$ cat src/rtl/pipelined_logical_reduce_pkg.sv
`default_nettype none
// ============================================================================
// Module   : logical_reduce_pkg
// Purpose  : Shared types and elaboration helpers for the pipelined reducer.
// Revision : 1.0 - initial release
// ============================================================================
package logical_reduce_pkg;

   typedef enum logic [1:0] {
      LR_OR   = 2'b00,
      LR_AND  = 2'b01,
      LR_XOR  = 2'b10,
      LR_XNOR = 2'b11
   } lr_op_t;

   // Pipeline depth: enough radix-RADIX OR levels to fold N bits down to one.
   function automatic int lr_levels(input int n, input int radix);
      int bits_n;
      int bits_r;
      int lv;
      bits_n = $clog2(n);
      bits_r = $clog2(radix);
      lv     = (bits_n + bits_r - 1) / bits_r;
      return (lv < 1) ? 1 : lv;
   endfunction

   function automatic int lr_width(input int n, input int radix, input int k);
      int w;
      w = n;
      for (int i = 0; i < k; i++) begin
         w = (w + radix - 1) / radix;
      end
      return w;
   endfunction

   function automatic logic lr_apply(input lr_op_t op, input logic x, input logic y);
      case (op)
         LR_OR:   return x | y;
         LR_AND:  return x & y;
         LR_XOR:  return x ^ y;
         default: return ~(x ^ y);
      endcase
   endfunction

endpackage
`default_nettype wire

$ cat src/rtl/pipelined_logical_reduce_if.sv
`default_nettype none
// ============================================================================
// Module   : pipelined_logical_reduce_if
// Purpose  : Operand/result valid-ready bundle for the pipelined reducer.
// Revision : 1.0 - initial release
// ============================================================================
interface pipelined_logical_reduce_if
   import logical_reduce_pkg::*;
#(
   parameter int N     = 8,
   parameter int TAG_W = 4
);

   logic             in_valid;
   logic             in_ready;
   logic [N-1:0]     a;
   logic [N-1:0]     b;
   lr_op_t           op;
   logic [TAG_W-1:0] tag;
   logic             out_valid;
   logic             out_ready;
   logic             c;
   logic [TAG_W-1:0] out_tag;

   modport master (
      output in_valid, a, b, op, tag, out_ready,
      input  in_ready, out_valid, c, out_tag
   );

   modport slave (
      input  in_valid, a, b, op, tag, out_ready,
      output in_ready, out_valid, c, out_tag
   );

endinterface
`default_nettype wire

$ cat src/rtl/pipelined_logical_reduce_stage.sv
`default_nettype none
// ============================================================================
// Module   : reduce_stage
// Purpose  : One group-OR level with a valid/ready register slice; the last
//            level also folds the two truth bits through the selected op.
// Revision : 1.0 - initial release
// ============================================================================
module reduce_stage
   import logical_reduce_pkg::*;
#(
   parameter  int IN_W  = 8,
   parameter  int RADIX = 4,
   parameter  int TAG_W = 4,
   parameter  bit LAST  = 1'b0,
   localparam int OUT_W = (IN_W + RADIX - 1) / RADIX
) (
   input  wire              clk,
   input  wire              rst_n,
   input  wire              i_valid,
   output logic             o_ready,
   input  wire  [IN_W-1:0]  i_pa,
   input  wire  [IN_W-1:0]  i_pb,
   input  wire  lr_op_t     i_op,
   input  wire  [TAG_W-1:0] i_tag,
   output logic             o_valid,
   input  wire              i_ready,
   output logic [OUT_W-1:0] o_pa,
   output logic [OUT_W-1:0] o_pb,
   output lr_op_t           o_op,
   output logic [TAG_W-1:0] o_tag,
   output logic             o_c
);

   localparam int PAD_W = OUT_W * RADIX;

   logic             r_valid;
   logic [OUT_W-1:0] r_pa;
   logic [OUT_W-1:0] r_pb;
   lr_op_t           r_op;
   logic [TAG_W-1:0] r_tag;

   logic             w_ready;
   logic [PAD_W-1:0] w_pad_a;
   logic [PAD_W-1:0] w_pad_b;
   logic [OUT_W-1:0] w_grp_a;
   logic [OUT_W-1:0] w_grp_b;

   // An empty slot, or one whose beat leaves this edge, can take a new beat.
   assign w_ready = !r_valid || i_ready;

   generate
      if (PAD_W > IN_W) begin : g_pad
         assign w_pad_a = {{(PAD_W - IN_W){1'b0}}, i_pa};
         assign w_pad_b = {{(PAD_W - IN_W){1'b0}}, i_pb};
      end else begin : g_nopad
         assign w_pad_a = i_pa;
         assign w_pad_b = i_pb;
      end
   endgenerate

   always_comb begin
      w_grp_a = '0;
      w_grp_b = '0;
      for (int j = 0; j < OUT_W; j++) begin
         w_grp_a[j] = |w_pad_a[j*RADIX +: RADIX];
         w_grp_b[j] = |w_pad_b[j*RADIX +: RADIX];
      end
   end

   always_ff @(posedge clk or negedge rst_n) begin
      if (!rst_n) begin
         r_valid <= 1'b0;
         r_pa    <= '0;
         r_pb    <= '0;
         r_op    <= LR_OR;
         r_tag   <= '0;
      end else if (w_ready) begin
         r_valid <= i_valid;
         r_pa    <= w_grp_a;
         r_pb    <= w_grp_b;
         r_op    <= i_op;
         r_tag   <= i_tag;
      end
   end

   generate
      if (LAST) begin : g_last
         logic r_c;

         always_ff @(posedge clk or negedge rst_n) begin
            if (!rst_n) begin
               r_c <= 1'b0;
            end else if (w_ready) begin
               r_c <= lr_apply(i_op, w_grp_a[0], w_grp_b[0]);
            end
         end

         assign o_c = r_c;
      end else begin : g_mid
         assign o_c = 1'b0;
      end
   endgenerate

   assign o_ready = w_ready;
   assign o_valid = r_valid;
   assign o_pa    = r_pa;
   assign o_pb    = r_pb;
   assign o_op    = r_op;
   assign o_tag   = r_tag;

endmodule
`default_nettype wire

$ cat src/rtl/pipelined_logical_reduce.sv
`default_nettype none
// ============================================================================
// Module   : pipelined_logical_reduce
// Purpose  : Pipelined "any bit set" reducer of two operands combined by a
//            selectable logical op, with valid/ready flow control and a tag.
// Revision : 1.0 - initial release
// ============================================================================
module pipelined_logical_reduce
   import logical_reduce_pkg::*;
#(
   parameter int N     = 8,
   parameter int RADIX = 4,
   parameter int TAG_W = 4
) (
   input wire clk,
   input wire rst_n,
   pipelined_logical_reduce_if.slave bus
);

   localparam int LEVELS = lr_levels(N, RADIX);

   generate
      for (genvar k = 0; k < LEVELS; k++) begin : g_stage
         localparam int IN_W  = lr_width(N, RADIX, k);
         localparam int OUT_W = lr_width(N, RADIX, k + 1);

         logic             w_in_valid;
         logic [IN_W-1:0]  w_in_pa;
         logic [IN_W-1:0]  w_in_pb;
         lr_op_t           w_in_op;
         logic [TAG_W-1:0] w_in_tag;
         logic             w_dn_ready;
         logic             w_ready;
         logic             w_valid;
         logic [OUT_W-1:0] w_pa;
         logic [OUT_W-1:0] w_pb;
         lr_op_t           w_op;
         logic [TAG_W-1:0] w_tag;
         logic             w_c;

         if (k == 0) begin : g_head
            assign w_in_valid   = bus.in_valid;
            assign w_in_pa      = bus.a;
            assign w_in_pb      = bus.b;
            assign w_in_op      = bus.op;
            assign w_in_tag     = bus.tag;
            assign bus.in_ready = w_ready;
         end else begin : g_body
            assign w_in_valid = g_stage[k-1].w_valid;
            assign w_in_pa    = g_stage[k-1].w_pa;
            assign w_in_pb    = g_stage[k-1].w_pb;
            assign w_in_op    = g_stage[k-1].w_op;
            assign w_in_tag   = g_stage[k-1].w_tag;
         end

         // Ready ripples back combinationally so bubbles collapse in one cycle.
         if (k == LEVELS - 1) begin : g_tail
            logic w_tail_unused;
            assign w_dn_ready    = bus.out_ready;
            assign bus.out_valid = w_valid;
            assign bus.c         = w_c;
            assign bus.out_tag   = w_tag;
            assign w_tail_unused = ^{w_pa, w_pb, w_op};
         end else begin : g_link
            logic w_c_unused;
            assign w_dn_ready = g_stage[k+1].w_ready;
            assign w_c_unused = w_c;
         end

         reduce_stage #(
            .IN_W  (IN_W),
            .RADIX (RADIX),
            .TAG_W (TAG_W),
            .LAST  (k == LEVELS - 1)
         ) u_stage (
            .clk     (clk),
            .rst_n   (rst_n),
            .i_valid (w_in_valid),
            .o_ready (w_ready),
            .i_pa    (w_in_pa),
            .i_pb    (w_in_pb),
            .i_op    (w_in_op),
            .i_tag   (w_in_tag),
            .o_valid (w_valid),
            .i_ready (w_dn_ready),
            .o_pa    (w_pa),
            .o_pb    (w_pb),
            .o_op    (w_op),
            .o_tag   (w_tag),
            .o_c     (w_c)
         );
      end
   endgenerate

endmodule
`default_nettype wire

$ cat src/flat_wrapper.sv
// flat-port wrapper written by rule: the top's interface ports become plain ports
module pipelined_logical_reduce_flat import logical_reduce_pkg::*;
#(
   parameter int N     = 8,
   parameter int RADIX = 4,
   parameter int TAG_W = 4
)
  (clk, rst_n, bus_in_valid, bus_a, bus_b, bus_op, bus_tag, bus_out_ready, bus_in_ready, bus_out_valid, bus_c, bus_out_tag);
  pipelined_logical_reduce_if #(.N(N), .TAG_W(TAG_W)) bus_i ();
  input wire clk;
  input wire rst_n;
  input wire logic [$bits(bus_i.in_valid)-1:0] bus_in_valid;
  input wire logic [$bits(bus_i.a)-1:0] bus_a;
  input wire logic [$bits(bus_i.b)-1:0] bus_b;
  input wire logic [$bits(bus_i.op)-1:0] bus_op;
  input wire logic [$bits(bus_i.tag)-1:0] bus_tag;
  input wire logic [$bits(bus_i.out_ready)-1:0] bus_out_ready;
  output wire logic [$bits(bus_i.in_ready)-1:0] bus_in_ready;
  output wire logic [$bits(bus_i.out_valid)-1:0] bus_out_valid;
  output wire logic [$bits(bus_i.c)-1:0] bus_c;
  output wire logic [$bits(bus_i.out_tag)-1:0] bus_out_tag;
  assign bus_i.in_valid = bus_in_valid;
  assign bus_i.a = bus_a;
  assign bus_i.b = bus_b;
  assign bus_i.op = bus_op;
  assign bus_i.tag = bus_tag;
  assign bus_i.out_ready = bus_out_ready;
  assign bus_in_ready = bus_i.in_ready;
  assign bus_out_valid = bus_i.out_valid;
  assign bus_c = bus_i.c;
  assign bus_out_tag = bus_i.out_tag;
  pipelined_logical_reduce #(.N(N), .RADIX(RADIX), .TAG_W(TAG_W)) u_core (.clk(clk), .rst_n(rst_n), .bus(bus_i));
endmodule
$ cat config.mk
export PLATFORM = sky130hd
export DESIGN_NAME = pipelined_logical_reduce_flat
export DESIGN_NICKNAME = d
export VERILOG_FILES = /design/src/rtl/pipelined_logical_reduce_pkg.sv /design/src/rtl/pipelined_logical_reduce_if.sv /design/src/rtl/pipelined_logical_reduce_stage.sv /design/src/rtl/pipelined_logical_reduce.sv /design/src/flat_wrapper.sv
export SDC_FILE = /design/constraint.sdc
export NUM_CORES = 1
export LEC_CHECK = 0
export ABC_CLOCK_PERIOD_IN_PS = 2450
export CAP_MARGIN = 30
export CELL_PAD_IN_SITES_DETAIL_PLACEMENT = 0
export CELL_PAD_IN_SITES_GLOBAL_PLACEMENT = 1
export CORE_UTILIZATION = 33
export DETAILED_ROUTE_END_ITERATION = 6
export PLACE_DENSITY_LB_ADDON = 0.1
export SLEW_MARGIN = 20
export SYNTH_ARGS = -nofsm -noshare
export SYNTH_HDL_FRONTEND = slang
export SYNTH_SLANG_ARGS = --single-unit
$ cat constraint.sdc
create_clock -name clk -period 2.45 [get_ports clk]
set_input_delay 0.3675 -clock clk [delete_from_list [all_inputs] [get_ports clk]]
set_output_delay 0.3675 -clock clk [all_outputs]
set_load 0.005 [all_outputs]
==> flow_metrics.env <==
export IMPL_antenna_found_initial=0
export IMPL_path_clk_slew_ns=0.09
export IMPL_cpLargestDelayFamily="buffers and inverters"
export IMPL_synth_compound_area_share_pct=5.43
export IMPL_numCtsBuffers=3
export IMPL_clockPowerShare_pct=24.0
export IMPL_tritoncts="done"
export IMPL_cpMostUsedCell="clkdlybuf4s50_1"
export IMPL_final_setup_tns_ns=0
export IMPL_p_leak_nw=0.475
export IMPL_crit_slowest_cell="clkdlybuf4s50_1"
export IMPL_fin_area_um2=1130
export IMPL_p_per_area_nw_per_um2=533
export IMPL_postCtsResizedCells=0
export IMPL_dp_worst_setup_slack_ns=0.590
export IMPL_place_gp_congestion=0.726
export IMPL_switching_power_w=0.000136
export IMPL_ys_types=17
export IMPL_slew_viol_final=0
export IMPL_slew_headroom_pct=51.3
export IMPL_setup_ws_ns=0.598
export IMPL_status="finished, final reports clean"
export IMPL_netlist_top_cells_area="dfrtp_1, mux2_4, mux2_2"
export IMPL_dp_hpwl_mm=1.06
export IMPL_n_antenna_cell=0
export IMPL_ir_drop_v=0.000346
export IMPL_p_comb_share_pct=21.9
export IMPL_synthAdderAreaFrac_pct=3.29
export IMPL_max_cap_violations=0
export IMPL_post_route_period_util_pct=75.6
export IMPL_min_path_type="in2async"
export IMPL_postCtsSetupBuffers=0
export IMPL_syn_num_nets=88
export IMPL_clk_latency_ns=0.28
export IMPL_p_int_w=0.000465
export IMPL_cts_hold_buf=0
export IMPL_rows=17
export IMPL_netlist_area_um2=761
export IMPL_synth_seq_cells=17
export IMPL_pwr_share_seq_pct=54.1
export IMPL_dieArea_um2=2500
export IMPL_fin_cells=123
export IMPL_yosysMostFrequentCell="dfrtp_1"
export IMPL_drt_iter0_markers=5
export IMPL_p_sw_share_pct=22.6
export IMPL_synth_area_mux_share_pct=15.3
export IMPL_num_fill_cells=202
export IMPL_start_util_pct=34.7
export IMPL_totalWireLength_mm=1.40
export IMPL_dp_cells=119
export IMPL_yosys_most_used_dff="dfrtp_1"
export IMPL_grt_max_degree=18
export IMPL_rsz0062_at_grt="false"
export IMPL_crit_buf_inv=2
export IMPL_first_pass_iters=2
export IMPL_coreArea_um2=2190
export IMPL_cts_buffer_depth=2
export IMPL_area_delta_synth_final_pct=48.2
export IMPL_syn_inst=60
export IMPL_grt_usage_pct=13.8
export IMPL_cpPeakStageDelay_ns=0.50
export IMPL_synth_top_area_cell="dfrtp_1"
export IMPL_post_dp_cell_area_um2=1100
export IMPL_drt_vias_per_instance=4.46
export IMPL_synthesis_yosys_warnings=0
export IMPL_dr_total_vias=549
export IMPL_max_freq_mhz=540
export IMPL_fin_skew_ns=0.00124
export IMPL_wl_per_cell_um=11.4
export IMPL_synth_edf_count=0
export IMPL_finalSetupViolCount=0
export IMPL_end_kind="primary output"
export IMPL_drc=0
export IMPL_grt_pass1_wl_mm=2.49
export IMPL_synthSimpleGateAreaFrac_pct=14.0
export IMPL_hold_slack_ns=0.512
export IMPL_port_buffers=32
export IMPL_synthTopCellsByCount="dfrtp_1, a21oi_1, mux2_2, nor2_1"
export IMPL_multi_input_area_um2=298
export IMPL_tightest_slew_ns=0.729
export IMPL_grt_pass1_vias=551
export IMPL_path_cells="clkdlybuf4s50_1, nand3b_4, clkdlybuf4s50_1"
export IMPL_seqCellArea_um2=425
export IMPL_ys_seq_area_share_pct=55.9
export IMPL_ctsHtreeMaxLevel=1
export IMPL_die_y_um=50.0
export IMPL_yosys_area_share_xor_xnor_pct=1.15
export IMPL_drtAntennaViolNets=0
export IMPL_cts_root_buf="clkbuf_4"
export IMPL_worst_setup_path_start_kind="input port"
export IMPL_period_minus_slack_ns=1.85
export IMPL_required_ns=2.08
export IMPL_hold_viol=0
export IMPL_synth_top_family_by_area="multiplexers"
export IMPL_overflow=0
export IMPL_yosys_area_top_type_share_pct=55.9
export IMPL_worstPathMaxFanout=2
export IMPL_cts_sinks=17
export IMPL_layout_nets=124
export IMPL_die_width_um=50.0
export IMPL_io_pins=33
export IMPL_syn_area_per_cell_um2=12.7
export IMPL_async_reset_ff_share_pct=100
export IMPL_layout_drive_gt1_share_pct=15.8
export IMPL_path_class="in2out"
export IMPL_arrival_ns=1.48
[cells in the final DEF (no fill, tap or decap), drive strengths merged]
cell type      count
a21oi              5
buf                1
clkbuf             4
clkdlybuf4s50     32
dfrtp             17
ha                 2
inv                4
mux2               9
nand2              1
nand2b             4
nand3b             1
nor2               5
nor4               4
o21ai              2
o22ai              1
or2                1
or2b               1
xor2               1
[state kept, by name, indices dropped and copies added, names as in the netlist]
name                            cells
u_core.g_stage.u_stage.o_valid      2
u_core.g_stage.u_stage.o_pa         2
u_core.g_stage.u_stage.o_pb         2
u_core.g_stage.u_stage.o_op         2
u_core.g_stage.u_stage.o_tag        8
u_core.g_stage.u_stage.o_c          1
[logic make-up after synthesis]
kind of cell,Yosys count
flops,17
fa+ha+maj,2
xor+xnor,1
simple gates,17
mux,9
buf+inv,6
compound gates,8
[per-stage QoR]
stage / total power, W / utilization, %
after floorplan: 0.000383 / -
after global placement: 0.000462 / 50.3
after detailed placement: 0.000464 / 50.3
after CTS: 0.000612 / 51.5
after global routing: 0.000639 / 51.5
final: 0.000601 / 51.5
[routing by layer]
metal / up-vias / track usage, % / share of wire (%)
met1: 262 / 17.2 / 46
met5: - / 0 / 0
met3: 2 / 5.86 / 4.9
li1: 272 / - / -
met2: 13 / 21.3 / 49
met4: 0 / 4.29 / 0.71
[power by group through the flow]
stage                     Clock (W)  Combinational (W)  Sequential (W)
after floorplan                   0          0.0000530        0.000330
after global placement            0           0.000132        0.000330
after CTS                  0.000153           0.000134        0.000326
after detailed placement          0           0.000133        0.000330
after global routing       0.000166           0.000143        0.000330
final                      0.000144           0.000132        0.000325
[worst reg2reg max path, delay by kind of cell (launching register included)]
kind | cells | cell delay, ns
compound gates | 2 | 0.24
flops | 1 | 0.39
simple gates | 1 | 0.31
fa+ha+maj | 1 | 0.30
xor+xnor | 1 | 0.16
[final timing paths]
| kind | from | endpoint | slack, ns | cells after the start |
|---|---|---|---|---|
| worst max-delay path | bus_out_ready | bus_in_ready | 0.60 | 3 |
| worst max register to register | u_core.g_stage[0].u_stage.o_pa[0] | u_core.g_stage[1].u_stage.o_c | 0.93 | 5 |
| worst min-delay path | rst_n | u_core.g_stage[0].u_stage.o_pb[0] | 0.51 | 1 |
| max in group asynchronous | rst_n | u_core.g_stage[0].u_stage.o_valid | 1.48 | 1 |
| min in group clk | u_core.g_stage[0].u_stage.o_tag[3] | u_core.g_stage[1].u_stage.o_tag[3] | 0.51 | 1 |
| worst min register to register | u_core.g_stage[0].u_stage.o_tag[3] | u_core.g_stage[1].u_stage.o_tag[3] | 0.51 | 1 |
[cell type report]
type | instances | area share, %
flip-flops and latches | 17 | 37.7
repair buffers | 33 | 29.1
multi-input cells | 37 | 26.4
inverters | 4 | 1.33
well taps | 28 | 3.11
clock buffers | 4 | 2.33
(Power assumes the default switching activity.)
